**src/rtl/fnd_pkg.sv**
```systemverilog
// Shared types and constants for the FND display controller.
package fnd_pkg;

    localparam int unsigned DATA_W     = 8;
    localparam int unsigned BCD_W      = 12;
    localparam int unsigned NIB_W      = 4;
    localparam int unsigned ITER_W     = 3;
    localparam int unsigned NUM_DIGITS = 4;
    localparam int unsigned IDX_W      = 2;
    localparam int unsigned SEG_W      = 8;

    typedef enum logic [1:0] {
        IDLE    = 2'd0,
        CONVERT = 2'd1,
        LOAD    = 2'd2
    } state_e;

    // Three BCD digits, hundreds in the top nibble.
    typedef struct packed {
        logic [NIB_W-1:0] d2;
        logic [NIB_W-1:0] d1;
        logic [NIB_W-1:0] d0;
    } bcd_t;

    // Active-low segments {dp,g,f,e,d,c,b,a}; dp kept off.
    localparam logic [SEG_W-1:0] SEG_0     = 8'hC0;
    localparam logic [SEG_W-1:0] SEG_1     = 8'hF9;
    localparam logic [SEG_W-1:0] SEG_2     = 8'hA4;
    localparam logic [SEG_W-1:0] SEG_3     = 8'hB0;
    localparam logic [SEG_W-1:0] SEG_4     = 8'h99;
    localparam logic [SEG_W-1:0] SEG_5     = 8'h92;
    localparam logic [SEG_W-1:0] SEG_6     = 8'h82;
    localparam logic [SEG_W-1:0] SEG_7     = 8'hF8;
    localparam logic [SEG_W-1:0] SEG_8     = 8'h80;
    localparam logic [SEG_W-1:0] SEG_9     = 8'h90;
    localparam logic [SEG_W-1:0] SEG_BLANK = 8'hFF;

    // BCD nibble to segment pattern; non-decimal codes are shown blank.
    function automatic logic [SEG_W-1:0] seg_encode(input logic [NIB_W-1:0] nib);
        logic [SEG_W-1:0] seg;
        case (nib)
            4'd0:    seg = SEG_0;
            4'd1:    seg = SEG_1;
            4'd2:    seg = SEG_2;
            4'd3:    seg = SEG_3;
            4'd4:    seg = SEG_4;
            4'd5:    seg = SEG_5;
            4'd6:    seg = SEG_6;
            4'd7:    seg = SEG_7;
            4'd8:    seg = SEG_8;
            4'd9:    seg = SEG_9;
            default: seg = SEG_BLANK;
        endcase
        return seg;
    endfunction

endpackage

```
**src/rtl/fnd_controller_bin2bcd.sv**
```systemverilog
// Sequential 8-bit double-dabble: one add-3/shift iteration per step cycle.
module bin2bcd_seq
    import fnd_pkg::*;
(
    input  logic              clk,
    input  logic              reset,
    input  logic              start,
    input  logic [DATA_W-1:0] din,
    input  logic              step,
    output logic              done_c,
    output bcd_t              bcd
);

    localparam int unsigned SR_W = BCD_W + DATA_W;

    logic [SR_W-1:0]   sr_q,  sr_d;
    logic [ITER_W-1:0] cnt_q, cnt_d;
    logic [BCD_W-1:0]  adj_c;

    // Add-3 correction on every BCD nibble, then shift the whole register left.
    always_comb begin
        adj_c = sr_q[SR_W-1:DATA_W];
        sr_d  = sr_q;
        cnt_d = cnt_q;
        for (int i = 0; i < int'(BCD_W / NIB_W); i++) begin
            if (adj_c[i*NIB_W +: NIB_W] >= 4'd5) begin
                adj_c[i*NIB_W +: NIB_W] = adj_c[i*NIB_W +: NIB_W] + 4'd3;
            end
        end
        if (start) begin
            sr_d  = {BCD_W'(0), din};
            cnt_d = '0;
        end else if (step) begin
            sr_d  = {adj_c[BCD_W-2:0], sr_q[DATA_W-1:0], 1'b0};
            cnt_d = cnt_q + ITER_W'(1);
        end
    end

    // Shift register and iteration counter.
    always_ff @(posedge clk) begin
        if (!reset) begin
            sr_q  <= '0;
            cnt_q <= '0;
        end else begin
            sr_q  <= sr_d;
            cnt_q <= cnt_d;
        end
    end

    assign done_c = step && (cnt_q == ITER_W'(DATA_W - 1));
    assign bcd    = bcd_t'(sr_q[SR_W-1:DATA_W]);

endmodule

```
**src/rtl/fnd_controller.sv**
```systemverilog
// Handshaked 8-bit value to 4-digit multiplexed common-anode FND driver.
module fnd_controller
    import fnd_pkg::*;
#(
    parameter int unsigned REFRESH_DIV = 100_000
) (
    input  logic                  clk,
    input  logic                  reset,
    input  logic [DATA_W-1:0]     in_data,
    input  logic                  in_valid,
    output logic                  in_ready,
    output logic [NUM_DIGITS-1:0] fnd_com,
    output logic [SEG_W-1:0]      fnd_font
);

    localparam int unsigned DIV_W = (REFRESH_DIV > 1) ? $clog2(REFRESH_DIV) : 1;

    state_e                state_q, state_d;
    logic                  start_c, step_c, load_c, done_c;
    bcd_t                  bcd;
    bcd_t                  disp_q, disp_d;
    logic                  in_ready_q, in_ready_d;
    logic [DIV_W-1:0]      div_q, div_d;
    logic                  tick_c;
    logic [IDX_W-1:0]      idx_q, idx_d;
    logic [NUM_DIGITS-1:0] com_q, com_d;
    logic [SEG_W-1:0]      font_q, font_d;
    logic [NIB_W-1:0]      nib_c;
    logic                  blank_c;

    bin2bcd_seq u_bin2bcd (
        .clk    (clk),
        .reset  (reset),
        .start  (start_c),
        .din    (in_data),
        .step   (step_c),
        .done_c (done_c),
        .bcd    (bcd)
    );

    // FSM state register.
    always_ff @(posedge clk) begin
        if (!reset) begin
            state_q <= IDLE;
        end else begin
            state_q <= state_d;
        end
    end

    // FSM next state: accept, eight conversion steps, load.
    always_comb begin
        state_d = state_q;
        case (state_q)
            IDLE:    if (in_valid) state_d = CONVERT;
            CONVERT: if (done_c)   state_d = LOAD;
            LOAD:    state_d = IDLE;
            default: state_d = IDLE;
        endcase
    end

    // FSM outputs; ready is registered from the next state so it tracks IDLE exactly.
    always_comb begin
        start_c    = (state_q == IDLE) && in_valid;
        step_c     = (state_q == CONVERT);
        load_c     = (state_q == LOAD);
        in_ready_d = (state_d == IDLE);
    end

    // Display registers, scan divider and digit index.
    always_comb begin
        disp_d = load_c ? bcd : disp_q;
        tick_c = (div_q == DIV_W'(REFRESH_DIV - 1));
        div_d  = tick_c ? '0 : div_q + DIV_W'(1);
        idx_d  = tick_c ? idx_q + IDX_W'(1) : idx_q;
    end

    // Digit select, leading-zero blanking and font lookup for the current index.
    always_comb begin
        nib_c   = disp_q.d0;
        blank_c = 1'b0;
        case (idx_q)
            2'd0: begin
                nib_c   = disp_q.d0;
                blank_c = 1'b0;
            end
            2'd1: begin
                nib_c   = disp_q.d1;
                blank_c = (disp_q.d2 == '0) && (disp_q.d1 == '0);
            end
            2'd2: begin
                nib_c   = disp_q.d2;
                blank_c = (disp_q.d2 == '0);
            end
            default: begin
                nib_c   = '0;
                blank_c = 1'b1;
            end
        endcase
        font_d = blank_c ? SEG_BLANK : seg_encode(nib_c);
        com_d  = ~(NUM_DIGITS'(1) << idx_q);
    end

    // Datapath and output registers.
    always_ff @(posedge clk) begin
        if (!reset) begin
            in_ready_q <= 1'b1;
            disp_q     <= '0;
            div_q      <= '0;
            idx_q      <= '0;
            com_q      <= 4'b1110;
            font_q     <= SEG_0;
        end else begin
            in_ready_q <= in_ready_d;
            disp_q     <= disp_d;
            div_q      <= div_d;
            idx_q      <= idx_d;
            com_q      <= com_d;
            font_q     <= font_d;
        end
    end

    assign in_ready = in_ready_q;
    assign fnd_com  = com_q;
    assign fnd_font = font_q;

endmodule

```
**config.mk**
```make
export PLATFORM = sky130hd
export DESIGN_NAME = fnd_controller
export DESIGN_NICKNAME = d
export VERILOG_FILES = /design/src/rtl/fnd_pkg.sv /design/src/rtl/fnd_controller_bin2bcd.sv /design/src/rtl/fnd_controller.sv
export SDC_FILE = /design/constraint.sdc
export NUM_CORES = 1
export LEC_CHECK = 0
export ABC_AREA = 1
export BUFFER_PORTS_ARGS = -buffer_cell sky130_fd_sc_hd__buf_2
export CAP_MARGIN = 20
export CORE_ASPECT_RATIO = 1.75
export CORE_MARGIN = 2
export CORE_UTILIZATION = 50
export CTS_CLUSTER_SIZE = 20
export DETAILED_ROUTE_END_ITERATION = 10
export PLACE_DENSITY = 0.74
export SLEW_MARGIN = 20
export SYNTH_ARGS = -nofsm -noshare
export SYNTH_HDL_FRONTEND = slang
export SYNTH_HIERARCHICAL = 1
export SYNTH_SLANG_ARGS = --single-unit
```
**constraint.sdc**
```tcl
create_clock -name clk -period 2.5 [get_ports clk]
set_clock_uncertainty 0.1 [all_clocks]
set_input_delay 0.125 -clock clk [delete_from_list [all_inputs] [get_ports clk]]
set_output_delay 0.125 -clock clk [all_outputs]
set_load 0.01 [all_outputs]
```
# Yosys cells after proc, flatten, opt, wreduce, memory -nomap -nowiden
# Memory sizes are Yosys's and may differ from the RTL's.
# Index checks and enable logic that the tools add are counted.
[op_classes]
n_addsub = 6
n_lt_le_gt_ge = 3
n_eq_ne = 6
shifts = 1
mux = 11
bitwise = 2
n_reduce_logical = 12
[op_table]
columns = ["op", "n"]
rows = [
  ["$add 17x1->17 const B", 1],
  ["$eq 17x17->1 const B", 1],
  ["$mux 8", 2],
  ["$ge 4x3->1 const B", 3],
  ["$pmux 4 s3", 1],
  ["$add 4x2->4 const B", 2],
  ["$logic_not 4->1", 2],
  ["$mux 4", 2],
  ["$logic_not 2->1", 3],
  ["$mux 6", 1],
  ["$reduce_or 2->1", 3],
  ["$eq 2x1->1 const B", 2],
  ["$eq 2x2->1 const B", 2],
  ["$mux 2", 2],
  ["$not 4->4", 1],
  ["$pmux 2 s2", 1],
  ["$shl 1x2->4 const A", 1],
  ["$add 3x1->3 const B", 1],
  ["$add 3x2->3 const B", 1],
  ["$eq 3x3->1 const B", 1],
  ["$logic_and 1x1->1", 3],
  ["$mux 3", 1],
  ["$pmux 1 s3", 1],
  ["$add 2x1->2 const B", 1],
  ["2 further kinds", 2],
]
[word_totals]
register_bits = 69
romBits = 112
mem_count = 1
[mem_list]
columns = ["memory", "words", "width", "rd", "rd_clocked_by_memory_dff", "write_ports", "line_no", "text"]
rows = [
  ["(no name shown)", 16, 7, 1, 0, 0, "fnd_pkg.sv:41", "case (nib)"],
]

# Longest topological paths before layout
[logic_depth]
word_depth = 5
mapped_depth = 13
mapped_depth_nobuf = 13

# By module
# Netlist, hierarchy kept.
[modules_own_cells]
columns = ["module", "instances", "cells_per_inst", "area_each_um2", "seq_area_each_um2"]
rows = [
  ["fnd_controller", 1, 304, 2157.1, 900.9],
  ["bin2bcd_seq", 1, 182, 1315.0, 460.4],
]

# Least setup slack after synthesis
# OpenSTA, ideal clock, no wires.
[synth_path]
path_type = "reg-to-reg"
start = "register idx_q[0]"
end = "register font_q[5] (netlist: fnd_font[5])"
setup_ns = 0.117
arrival_time_ns = 1.601
slack_ns = 0.681
stages_incl_launch_ff = 13
period_less_slack_ns = 1.819
cell_sequence = "dfxtp_1 > inv_1 > ha_1 > nand2_1 > nand3_1 > nand2_1 > inv_1 > ha_1 > nand3b_1 > nand2_1 > nor2_1 > nor2_1 > nor2_1"
[synth_between]
elab_chain_len = 4
[synth_lines]
columns = ["item", "line_no", "text"]
rows = [
  ["start: declaration", "fnd_controller.sv:25", "logic [IDX_W-1:0] idx_q, idx_d;"],
  ["start signal: assignment", "fnd_controller.sv:116", "idx_q <= idx_d;"],
  ["$eq 2x2->1, or another cell as far along", "fnd_controller.sv:81", "case (idx_q)"],
  ["$pmux 4 s3", "fnd_controller.sv:81", ""],
  ["$mem_v2 16x7", "n/a", ""],
  ["$mux 6 (*)", "fnd_controller.sv:99", "font_d = blank_c ? SEG_BLANK : seg_encode(nib_c);"],
  ["end signal: assignment", "fnd_controller.sv:118", "font_q <= font_d;"],
  ["end: declaration", "fnd_controller.sv:27", "logic [SEG_W-1:0] font_q, font_d;"],
]
# Every way passes the cells marked *; elsewhere a longest branch is shown, timed or not.
# A chain may end at the register's enable or synchronous reset.

# Worst setup path in the final report
# Same ends and word-level chain as after synthesis.

==> out/summary.log <==
INFO  status         status=finished, final reports clean
INFO  layout         final_nets=531
INFO  worst_setup_path crit_required=2.61ns
INFO  drt            routed_length_on_met2=3.696mm
INFO  timing         timing.final.crit_share=83.42%
INFO  run            timing.max_cap.violations=0
INFO  logic_synthesis synth.most_common_cell=sky130_fd_sc_hd__nand2_1
INFO  timing         final-max-slew-violation-count=0
INFO  clocking       h_tree_depth=3
INFO  floorplanning  initial_utilization=51.01%
INFO  logic_synthesis synth_fp_nets=516
INFO  pwr            power.switching_fraction=21.98%
INFO  logic_synthesis yosysWarningCount=6
INFO  timing         report.final.setup_viol=0
INFO  logic_synthesis synth_top_flop_cell=sky130_fd_sc_hd__dfxtp_1
INFO  global_route   antenna_found_initial=0
INFO  global_route   number_of_global_route_vias_before_repair=2,772
INFO  drt            wire_per_inst=11.68microns
INFO  logic_synthesis post_synth_edffs=0
INFO  timing         hold_slack=0.01049ns
INFO  clocking       cts.root.buffer_cell=sky130_fd_sc_hd__clkbuf_16
INFO  pwr            internal_portion_of_total_power=1.924mW
INFO  timing         layout_min_cycle_time=2.085ns
INFO  timing         max_freq=479.5MHz
INFO  pwr            net-switching-power=0.5422mW
INFO  drt            dr_total_vias=2,973
INFO  pwr            power.share.sequential=46.1%
INFO  global_route   grt_overflow_total=0
INFO  worst_setup_path worstSetupStartpointType=flip-flop
INFO  drt            dr.pass1.iters=4
INFO  worst_setup_path critPathKind=flip-flop to flip-flop
INFO  logic_synthesis share_of_yosys_cell_area_claimed_by_the_top_area_cell_type=39.21%
INFO  placed_design  post-place-ws=0.4553ns
INFO  floorplanning  horiz_die_dim=66.99microns
INFO  logic_synthesis synth.area.top_cells=sky130_fd_sc_hd__dfxtp_1 39%, sky130_fd_sc_hd__nand2_1 11%, sky130_fd_sc_hd__nor2_1 9.4%, sky130_fd_sc_hd__ha_1 6.8%, sky130_fd_sc_hd__inv_1 6.1%
INFO  layout         antenna-diode-count=0
INFO  timing         post-route-worst-setup-slack=0.4146ns
INFO  layout         n_fill_cell=673
INFO  pwr            totalPowerFinal=2.466mW
INFO  timing         slew_headroom=66.73%
INFO  layout         final_core_area_utilization=56.54%
INFO  drt            antenna_violating_nets_post_route=0
INFO  floorplanning  area_enclosed_by_the_die_boundary=7653squm
INFO  drt            dr.max_layer_used=met4
INFO  logic_synthesis netlist-cell-type-count=34
INFO  clocking       cts_tree=built
INFO  floorplanning  die_h=114.2microns
INFO  drt            wl_met1=2.822mm
INFO  logic_synthesis yosys.area.top_type=sky130_fd_sc_hd__dfxtp_1
INFO  global_route   grt_first_pass_wirelength=11.92mm
INFO  clocking       insertion_delay=0.33ns
INFO  timing         rsz0062_at_grt=no
INFO  logic_synthesis synth-seq-area-share=39.21%
INFO  logic_synthesis ys_ff_latch=68
INFO  layout         syn2layout_area_growth=10.85%
INFO  pwr            share_of_power_burned_in_the_clock_network=47.6%
INFO  clocking       cts.clk_slew.worst_paths=0.05ns
INFO  placed_design  dp_hpwl=4.892mm
INFO  logic_synthesis synthesis.instances=486
INFO  clocking       cts_sinks=68
INFO  clocking       number_of_buffers_between_clock_root_and_the_deepest_sink=2
INFO  floorplanning  ioPinCount=24
INFO  clocking       cts_buffers=9
INFO  pwr            share_comb_of_total_power=6.3%
INFO  floorplanning  core=6807squm
INFO  worst_setup_path critical_path_arrival=2.20ns
INFO  logic_synthesis mappedNetlistArea=3472squm
INFO  global_route   grt_util_all_layers=20.23%
INFO  timing         worst-slew-pin-transition=0.4972ns
INFO  drt            route.met3.wl=213microns
INFO  layout         drive_above_1_share=11.26%
INFO  logic_synthesis synth.avg_cell_area=7.144squm
INFO  clocking       cts_repair_resize_count=0
INFO  pwr            power_per_cell_area=640.9nW/um^2
INFO  drt            detail_route.wirelength=6.894mm
INFO  logic_synthesis synth.cells.most_frequent=98 x sky130_fd_sc_hd__nand2_1, 87 x sky130_fd_sc_hd__nor2_1, 68 x sky130_fd_sc_hd__dfxtp_1
INFO  worst_setup_path critical_path_peak_fanout=6
INFO  timing         fin_setup_tns=0ns
INFO  worst_hold_path worst_hold_path_type=input pin to flip-flop
INFO  drt            routed_via_density=5.039
INFO  global_route   grt_max_degree=23
INFO  worst_setup_path cp-end-kind=flip-flop
INFO  drt            detail_route.iter0.violations=162
INFO  placed_design  numPortBuffers=22
INFO  pwr            worst_ir_drop_vdd=0.3844mV
INFO  drt            number_of_remaining_drc_errors=0
INFO  timing         report.final.hold_viol_count=0
INFO  logic_synthesis async_flop_share=0%
INFO  pwr            leakagePower=1.709nW
INFO  placed_design  gp_congestion=0.8176
INFO  floorplanning  rows=40
-- power by group through the flow --
stage	Combinational, mW	Clock [mW]	Sequential (mW)
2_1_floorplan	0.135	0	1.15
3_3_place_gp	0.147	0	1.16
3_5_place_dp	0.151	0	1.16
4_1_cts	0.155	1.20	1.14
5_1_grt	0.177	1.25	1.14
6_report	0.156	1.17	1.14
-- repair_timing --
action | 4_1_cts | 5_1_grt
hold endpoints to repair | 3 | 0
hold buffers | 3 | 0
buffers inserted | 0 | 0
-- state kept, by name (all words and copies together) (netlist names) --
signal and flops:
u_bin2bcd/cnt_q 3, fnd_com 4, state_q 2, disp_q 12, idx_q 2, fnd_font 7, in_ready 1, div_q 17
u_bin2bcd/sr_q 20
-- layer usage --
layer / GRT usage, % / up-vias
li1: - / 1554
met1: 21.56 / 1365
met2: 36.13 / 42
met3: 5.605 / 12
met4: 8.844 / 0
met5: 0 / -
-- path summary, 6_finish.rpt --
check | startpoint | end | slack (ns) | depth (start not counted)
worst min-delay path | in_data[3] | u_bin2bcd/sr_q[3] | 0.01 | 3
worst max-delay path | idx_q[0] | fnd_font[5] | 0.41 | 12
worst min register to register | div_q[0] | div_q[0] | 0.36 | 1
worst max register to register | idx_q[0] | fnd_font[5] | 0.41 | 12
-- cells by family (layout without fill, tap and decap cells) --
logic type      after synthesis  in the layout  synth area share (%)
flops                        68             68                 39.21
fa+ha+maj                    19             19                 6.847
xor+xnor                      8              8                 2.018
compound gates               60             60                 9.982
buf+inv                      87            107                 11.93
other cells                   1              1                0.1080
simple gates                243            243                 29.91
-- cell usage in the layout, fill, tap and decap left out, types with 2 or more instances in the layout --
cell                            count
sky130_fd_sc_hd__o221ai_1           6
sky130_fd_sc_hd__xnor2_1            3
sky130_fd_sc_hd__nor3_1            11
sky130_fd_sc_hd__o21ai_1            4
sky130_fd_sc_hd__ha_1              19
sky130_fd_sc_hd__nand3b_1           2
sky130_fd_sc_hd__nor2_1            87
sky130_fd_sc_hd__a21oi_2            2
sky130_fd_sc_hd__dlygate4sd3_1      3
sky130_fd_sc_hd__nand3_2            3
sky130_fd_sc_hd__xor2_1             5
sky130_fd_sc_hd__clkbuf_8           3
sky130_fd_sc_hd__nand2_1           98
sky130_fd_sc_hd__nand3_1           31
sky130_fd_sc_hd__clkbuf_16          9
sky130_fd_sc_hd__a21oi_1           24
sky130_fd_sc_hd__o21ai_0           21
sky130_fd_sc_hd__clkbuf_1           3
sky130_fd_sc_hd__buf_4              4
sky130_fd_sc_hd__buf_2             22
sky130_fd_sc_hd__inv_2              5
sky130_fd_sc_hd__inv_1             56
sky130_fd_sc_hd__nor2_4             2
sky130_fd_sc_hd__nand4_1            3
sky130_fd_sc_hd__dfxtp_1           68
-- per-stage QoR --
step	std cells	instance area [sq um]
global route	590	3849
floorplan	486	3472
detailed placement	571	3536
global placement	571	3536
finish	590	3849
CTS	590	3849
-- final cells by class --
class                      count  area, sq um  share of cell area (%)
inverter                      62        232.7                   6.047
clock inverter                 1        5.005                  0.1300
sequential                    68         1361                   35.37
multi-input combinational    331         1697                   44.08
clock buffer                  15        277.8                   7.217
tap                           84        105.1                   2.731
timing repair buffer          29        170.2                   4.421
-- worst max-delay path, cell delays in order, from the launching register on --
cell and delay, ns:
sky130_fd_sc_hd__dfxtp_1 0.42, sky130_fd_sc_hd__inv_1 0.10, sky130_fd_sc_hd__ha_1 0.27, sky130_fd_sc_hd__nand2_1 0.10, sky130_fd_sc_hd__nand3_1 0.08, sky130_fd_sc_hd__nand2_1 0.16
sky130_fd_sc_hd__inv_1 0.08, sky130_fd_sc_hd__ha_1 0.19, sky130_fd_sc_hd__nand3b_1 0.17, sky130_fd_sc_hd__nand2_1 0.08, sky130_fd_sc_hd__nor2_1 0.04, sky130_fd_sc_hd__nor2_1 0.12
sky130_fd_sc_hd__nor2_1 0.06
Note: power is estimated with default switching activity, not from simulation.
